## config.mk

```make
export PLATFORM = sky130hd
export DESIGN_NAME = mem_copy_ctrl
export DESIGN_NICKNAME = d
export VERILOG_FILES = /design/src/rtl/mem_copy_pkg.sv /design/src/rtl/mem_copy_ctrl.sv
export SDC_FILE = /design/constraint.sdc
export NUM_CORES = 1
export LEC_CHECK = 0
export ABC_AREA = 0
export CAP_MARGIN = 10
export CORE_MARGIN = 2
export CORE_UTILIZATION = 39
export CTS_CLUSTER_DIAMETER = 120
export DETAILED_ROUTE_END_ITERATION = 12
export GPL_TIMING_DRIVEN = 1
export PLACE_DENSITY = 0.76
export SLEW_MARGIN = 15
export SYNTH_ARGS = -nofsm -noshare
export SYNTH_HDL_FRONTEND = slang
export SYNTH_SLANG_ARGS = --single-unit
```

## constraint.sdc

```tcl
create_clock -name clk -period 2.6 [get_ports clk]
set_input_delay 0.39 -clock clk [delete_from_list [all_inputs] [get_ports clk]]
set_output_delay 0.39 -clock clk [all_outputs]
set_load 0.02 [all_outputs]
```

## src/rtl/mem_copy_pkg.sv

```systemverilog
// Shared sizing defaults and sequencer state encoding for the block copy engine.
package mem_copy_pkg;
  localparam int DEF_ADDR_W = 5;
  localparam int DEF_DATA_W = 32;
  localparam int MEM_DEPTH  = 32;

  typedef enum logic [1:0] {IDLE, COPY, VERIFY, DONE} copy_state_t;
endpackage

```

## src/rtl/mem_copy_ctrl.sv

```systemverilog
// Address/write-enable sequencer copying a word block from a source memory into
// the destination, with an optional read-back compare pass counting mismatches.
module mem_copy_ctrl
  import mem_copy_pkg::*;
#(
  parameter int ADDR_W = DEF_ADDR_W,
  parameter int DATA_W = DEF_DATA_W
) (
  input  logic              clk,
  input  logic              reset,
  input  logic              start,
  input  logic              verify,
  input  logic [ADDR_W-1:0] src_base,
  input  logic [ADDR_W-1:0] dst_base,
  input  logic [ADDR_W:0]   len,
  input  logic [DATA_W-1:0] src_rd,
  input  logic [DATA_W-1:0] dst_rd,
  output logic [ADDR_W-1:0] src_adr,
  output logic [ADDR_W-1:0] dst_adr,
  output logic              dst_we,
  output logic              busy,
  output logic              done,
  output logic [ADDR_W:0]   err_cnt,
  output logic              err
);
  localparam logic [ADDR_W:0] LEN_MAX = (ADDR_W+1)'(2**ADDR_W);

  copy_state_t       state_q, state_d;
  logic [ADDR_W-1:0] i_q, i_d;
  logic [ADDR_W-1:0] sb_q, sb_d, db_q, db_d;
  logic [ADDR_W:0]   len_q, len_d;
  logic              vfy_q, vfy_d;
  logic [ADDR_W:0]   err_q, err_d;
  logic [ADDR_W:0]   len_sat;
  logic              last;

  assign len_sat = (len > LEN_MAX) ? LEN_MAX : len;
  assign last    = ({1'b0, i_q} == (len_q - (ADDR_W+1)'(1)));

  always_ff @(posedge clk) begin
    if (reset) begin
      state_q <= IDLE;
      i_q     <= '0;
      sb_q    <= '0;
      db_q    <= '0;
      len_q   <= '0;
      vfy_q   <= 1'b0;
      err_q   <= '0;
    end else begin
      state_q <= state_d;
      i_q     <= i_d;
      sb_q    <= sb_d;
      db_q    <= db_d;
      len_q   <= len_d;
      vfy_q   <= vfy_d;
      err_q   <= err_d;
    end
  end

  // i is not advanced on the final word so the addresses stay put through DONE/IDLE.
  always_comb begin
    state_d = state_q;
    i_d     = i_q;
    sb_d    = sb_q;
    db_d    = db_q;
    len_d   = len_q;
    vfy_d   = vfy_q;
    err_d   = err_q;
    case (state_q)
      IDLE: begin
        if (start) begin
          err_d = '0;
          if (len_sat != '0) begin
            state_d = COPY;
            i_d     = '0;
            sb_d    = src_base;
            db_d    = dst_base;
            len_d   = len_sat;
            vfy_d   = verify;
          end else begin
            state_d = DONE;
          end
        end
      end
      COPY: begin
        if (last) begin
          if (vfy_q) begin
            state_d = VERIFY;
            i_d     = '0;
          end else begin
            state_d = DONE;
          end
        end else begin
          i_d = i_q + ADDR_W'(1);
        end
      end
      VERIFY: begin
        if (src_rd != dst_rd) err_d = err_q + (ADDR_W+1)'(1);
        if (last) state_d = DONE;
        else      i_d     = i_q + ADDR_W'(1);
      end
      DONE:    state_d = IDLE;
      default: state_d = IDLE;
    endcase
  end

  assign src_adr = sb_q + i_q;
  assign dst_adr = db_q + i_q;
  assign dst_we  = (state_q == COPY);
  assign busy    = (state_q != IDLE);
  assign done    = (state_q == DONE);
  assign err_cnt = err_q;
  assign err     = (err_q != '0);
endmodule
```

# [Yosys cells after proc, flatten, opt, wreduce, memory -nomap -nowiden]
# Index checks and enable logic that the tools add are counted.
[op_classes] n_addsub=5 magnitude_cmp=1 eq_ne=12 mux=16 n_reduce_logical=10
[ops] cell="!= test 32 bit" n=1
[ops] cell="two-way mux 5 bit" n=5
[ops] cell="two-way mux 6 bit" n=3
[ops] cell="case mux 5 bit (3 select lines)" n=1
[ops] cell="case mux 6 bit (2 select lines)" n=1
[ops] cell="nonzero test 6 bit" n=2
[ops] cell="adder 5 bit" n=2
[ops] cell="!= test 2 bit, second input constant" n=5
[ops] cell="AND reduction 3 bit" n=3
[ops] cell="two-way mux 2 bit" n=4
[ops] cell="case mux 2 bit (4 select lines)" n=1
[ops] cell="adder 6 x 1 -> 6 bit, second input constant" n=1
[ops] cell="== test 5 x 6 -> 1 bit" n=1
[ops] cell="> comparator 6 bit, second input constant" n=1
[ops] cell="subtractor 6 x 1 -> 6 bit, second input constant" n=1
[ops] cell="adder 5 x 1 -> 5 bit, second input constant" n=1
[ops] cell="AND reduction 5 bit" n=1
[ops] cell="== test 2 bit, second input constant" n=2
[ops] cell="nonzero test 2 bit" n=2
[ops] cell="!= test 3 bit, second input constant" n=1
[ops] cell="nonzero test 3 bit" n=1
[ops] cell="== test 2 x 1 -> 1 bit, second input constant" n=1
[ops] cell="zero test 2 bit" n=1
[ops] cell="!= test 2 x 1 -> 1 bit, second input constant" n=1
[ops] cell="two-way mux 1 bit" n=1
[word_totals] register_bits=30 in_bits=84 output_inout_bits=20

# [Logic depth before layout (Yosys ltp)]
# Gate-level depths: netlist (run 1).
[depth] word_depth=6 mapped_depth=9 mapped_depth_nobuf=8

# [Worst setup path after synthesis (run 1)]
# Ideal clock, no wire load.
[synth_path] path_type="register -> output" startpoint="register i_q[0]" endpoint="output port src_adr[4]" t_arrival_ps=1623 t_required_ps=2210 setup_slack_ps=587 stages_incl_launch_ff=8 n_path_buf=0 cell_sequence="dfxtp_1 > ha_1 > inv_1 > fa_1 > inv_1 > a21o_1 > a21oi_1 > xnor2_1"
[synth_via] elab_chain_len=1
[synth_lines] item="from (decl)" line_no="mem_copy_ctrl.sv:29" text="logic [ADDR_W-1:0] i_q, i_d;"
[synth_lines] item="from (signal assigned)" line_no="mem_copy_ctrl.sv:51" text="i_q <= i_d;"
[synth_lines] item="adder 5 bit" line_no="mem_copy_ctrl.sv:107" text="assign src_adr = sb_q + i_q;"
[synth_lines] item="to (decl)" line_no="mem_copy_ctrl.sv:18" text="output logic [ADDR_W-1:0] src_adr,"
# Every way passes these cells.

# [Final worst setup path (run 1)]
[layout_path] startpoint="register i_q[1]" endpoint="output port src_adr[3]"
# The elaborated chain is that of the path after synthesis.

==> results of run 1 <==
-- cell usage after synthesis, drive strengths merged (2+ instances only) --
cell type	count
a21o	5
nor3	9
nand2b	2
dfxtp	30
nand3	7
o211a	2
a21oi	28
buf	4
or2	2
nand3b	3
o32ai	2
inv	22
nand2	38
a211o	5
fa	2
o21ai	3
xor2	7
nor4	2
ha	17
and3	2
nor2	8
clkbuf	5
o31ai	4
or3	3
nand4	10
nor3b	5
xnor2	38
a32o	2
-- layer usage --
metal  wire length [µm]  track usage [%]  up-vias
met5                  0                0        -
met4                147            7.797        0
met3                376            4.889        8
met2               3216            36.36       77
met1               2502            22.24     1058
li1                   -                -     1196
-- power by group --
part | switching [µW] | leakage, µW | internal [µW]
Sequential | 35.1 | 0.000244 | 508
Clock | 173 | 0.0000482 | 213
Combinational | 424 | 0.00116 | 407
Total | 632 | 0.00146 | 1130
-- worst paths after layout --
check                           startpoint         end  depth (start not counted)
worst max-delay path                i_q[1]  src_adr[3]                          5
worst min-delay path                 vfy_q       vfy_q                          2
worst min register to register       vfy_q       vfy_q                          2
worst max register to register  state_q[1]  err_cnt[2]                          8
-- through the flow --
| step | std cells | hold WS [ns] |
|---|---|---|
| 2_1_floorplan | 282 | 0.4321 |
| 3_3_place_gp | 457 | 0.4393 |
| 3_5_place_dp | 457 | 0.4449 |
| 4_1_cts | 465 | 0.4544 |
| 5_1_grt | 465 | 0.4679 |
| 6_report | 465 | 0.4536 |
-- what timing repair did --
item / in CTS / in global routing
setup endpoints to repair: 2 / 2
endpoints found under the hold margin: 0 / 0
gates resized for setup: 2 / 2
pin swaps: 0 / 0
-- cells by family (layout without fill, tap and decap cells) --
| logic type | after synthesis | count (layout) | share of synthesized area (%) |
|---|---|---|---|
| flops | 30 | 30 | 25.88 |
| fa+ha+maj | 19 | 19 | 10.89 |
| buf+inv | 31 | 139 | 5.552 |
| xor+xnor | 45 | 45 | 16.98 |
| simple gates | 96 | 96 | 21.35 |
| mux | 2 | 2 | 0.9164 |
| compound gates | 59 | 59 | 18.44 |
-- registers in the layout, summed over array words and instances (netlist names) --
name	flops
vfy_q	1
i_q	5
len_q	6
sb_q	5
db_q	5
err_cnt	6
state_q	2
-- placed cells by master (no fill, tap or decap), types with 3 or more instances in the layout --
cell,synthesis,final
sky130_fd_sc_hd__a21o_1,5,5
sky130_fd_sc_hd__xnor2_1,38,38
sky130_fd_sc_hd__o31ai_1,3,3
sky130_fd_sc_hd__nand3_1,7,7
sky130_fd_sc_hd__nand3b_1,3,3
sky130_fd_sc_hd__buf_4,3,6
sky130_fd_sc_hd__ha_1,17,17
sky130_fd_sc_hd__dfxtp_1,30,30
sky130_fd_sc_hd__nor3_1,9,9
sky130_fd_sc_hd__nand2_1,38,38
sky130_fd_sc_hd__clkdlybuf4s50_1,0,99
sky130_fd_sc_hd__clkbuf_8,0,6
sky130_fd_sc_hd__nand4_1,10,10
sky130_fd_sc_hd__a211o_2,3,3
sky130_fd_sc_hd__xor2_1,7,7
sky130_fd_sc_hd__or3_1,3,3
sky130_fd_sc_hd__nor2_1,8,8
sky130_fd_sc_hd__nor3b_1,4,4
sky130_fd_sc_hd__inv_1,22,22
sky130_fd_sc_hd__a21oi_1,27,27
-- final cells by class --
| cell class | instances | share of cell area [%] |
|---|---|---|
| Clock inverter | 1 | 0.1414 |
| Timing Repair Buffer | 109 | 30.48 |
| Tap cell | 75 | 2.652 |
| Clock buffer | 7 | 2.440 |
| Inverter | 22 | 2.334 |
| Multi-Input combinational cell | 221 | 44.98 |
| Sequential cell | 30 | 16.97 |
-- worst max-delay path: stages, from the launching register on --
cell and delay (ns):
sky130_fd_sc_hd__dfxtp_1 0.34, sky130_fd_sc_hd__ha_1 0.29, sky130_fd_sc_hd__a21o_1 0.18, sky130_fd_sc_hd__a21oi_1 0.20, sky130_fd_sc_hd__xnor2_1 0.14, sky130_fd_sc_hd__clkdlybuf4s50_1 0.62
==> results.txt, run 1 <==
----------------------------------------------------
[Synth]
  Synth Register Bits ... 30
  Sequential area share after synthesis ... between 20% and 30%
  Net count after synthesis ... about 390
  Top cells by area in the synthesized netlist ... sky130_fd_sc_hd__dfxtp_1 26%, sky130_fd_sc_hd__xnor2_1 14%, sky130_fd_sc_hd__ha_1 9.2%
  Area share of the largest cell type after synthesis ... 25.88%
  Mean instance size in the synthesized netlist ... between 8 and 9 µm²
  Post-synthesis instance total ... ~280
  Synthesis Warnings ... 0
  Commonest register cell after synthesis ... sky130_fd_sc_hd__dfxtp_1
  Cell type contributing the most total cell area after synthesis ... sky130_fd_sc_hd__dfxtp_1
  Mapped cell area ... about 0.0023 mm²
  Share of async-settable or async-resettable flops after synthesis ... 0%
  Number of enable flip-flop cells after synthesis ... 0
  Number of distinct standard cells referenced by the synthesized netlist ... just under 50

[Finish]
  # fillers ... around 530
  Multi-input logic area ... about 0.0016 mm²
  Antenna cell count ... 0
  Flip-flop and latch area ... 600.6 µm²
  Synthesis-to-finish area growth ... 52.45%
  Share of the core filled with cells ... 60.48%
  Final standard cell area without fillers ... approximately 0.0035 mm²
  Proportion of layout cells with a drive suffix above 1 ... ~6.2%
  Nets@finish ... a little under 500

[Global routing]
  Global-route wire length before repair ... 10.18 mm
  Final global-route overflow total ... 0
  Antenna violations before repair ... 0
  Aggregate global-route resource usage ... roughly a fifth
  Vias in the first global route ... 2372
  Maximum number of pins on one net before global-route repair ... 31

[Clock network]
  Clock tree from TritonCTS ... built
  Clock sink total ... 30
  Setup fix buffers added after clock tree synthesis ... 0
  Number of buffers added to fix hold violations after cts ... 0
  Reg clk slew, reported paths ... 0.07 ns
  Inserted Clock Buffers ... 5
  H-Tree Depth ... 2
  Clock latency of the later-clocked register in the worst-skew pair ... 0.28 ns
  Clock Root Buffer ... sky130_fd_sc_hd__clkbuf_8
  Worst-case clock buffer depth ... 2

[Power]
  Largest vdd supply drop ... 0.0003534 V
  PwrDens ... 497.5 mW/mm²
  Overall Power ... 1760 µW
  P_leak ... between 0.001 and 0.0015 µW

[Worst setup path]
  CP Max Fanout ... 4
  Setup slack, reg-to-reg ... ~0.35 ns
  Data arrival time of the critical path ... a little over 2 ns
  Data required, critical path ... 2.21 ns
  Worst Setup Path Type ... reg2out
  Kind of end point of the critical path ... output port
  Launching element type of the critical path ... flop

[Die]
  Floorplan die height ... a little over 80 µm
  Site Rows ... 28
  Floorplan die area ... around 0.0066 mm²
  Core region area ... roughly 0.0059 mm²
  I/O pins ... 104
  Starting Density ... 39.67%
  Overall die width ... approximately 81 µm

[Min path]
  Path category of the worst min-delay check ... reg2reg

[STA]
  Minimum setup slack in the final design ... ~0.17 ns
  Total count of hold-check failures in the final report ... 0
  Setup-violating endpoint count in the final report ... 0
  Tcrit/Tclk final ... 93.31%
  Final Max Slew Viols ... 0
  Post-route setup TNS ... 0 ns
  Maximum clock frequency ... between 400 and 500 MHz
  Measured slew at the worst slew-check pin ... about 0.97 ns
  Max-Slew Margin vs Limit ... a little over a third
  Clock period minus worst slack ... between 2 and 2.5 ns
  Setup Skew ... between 0.008 and 0.009 ns
  Setup repair after global routing missed its margin ... no

[Flow run]
  Number of max-cap violations ... 0

[Route]
  Via-to-Cell Ratio ... between 5 and 6
  Drt initial violations ... 79
  Post-DRT Antenna Nets ... 0
  Routed vias ... between 2000 and 2500
  Total iterations of the first detailed-routing run ... 4
  Sum of routed wire length over all layers ... roughly 6.2 mm
  Number of remaining DRC errors ... 0
  Average routed wire per standard cell ... roughly 13 µm

[Place]
  Placed standard-cell area ... 0.003445 mm²
  PortBufs ... a little over 100
  Post-DP HPWL ... about 5.3 mm
  RePlAce Congestion ... between 0.8 and 0.9
  Worst slack after detailed placement ... between 0.09 and 0.1 ns

[Outcome]
  Result of the run ... finished clean

----------------------------------------------------
Note: power is estimated with default switching activity, not from simulation.
==> inputs of run 2 (changes only) <==
Settings changed: CAP_MARGIN 10 to 15.
==> results of run 2 <==
The final DEF is identical to that of run 1; final timing and power are the same.
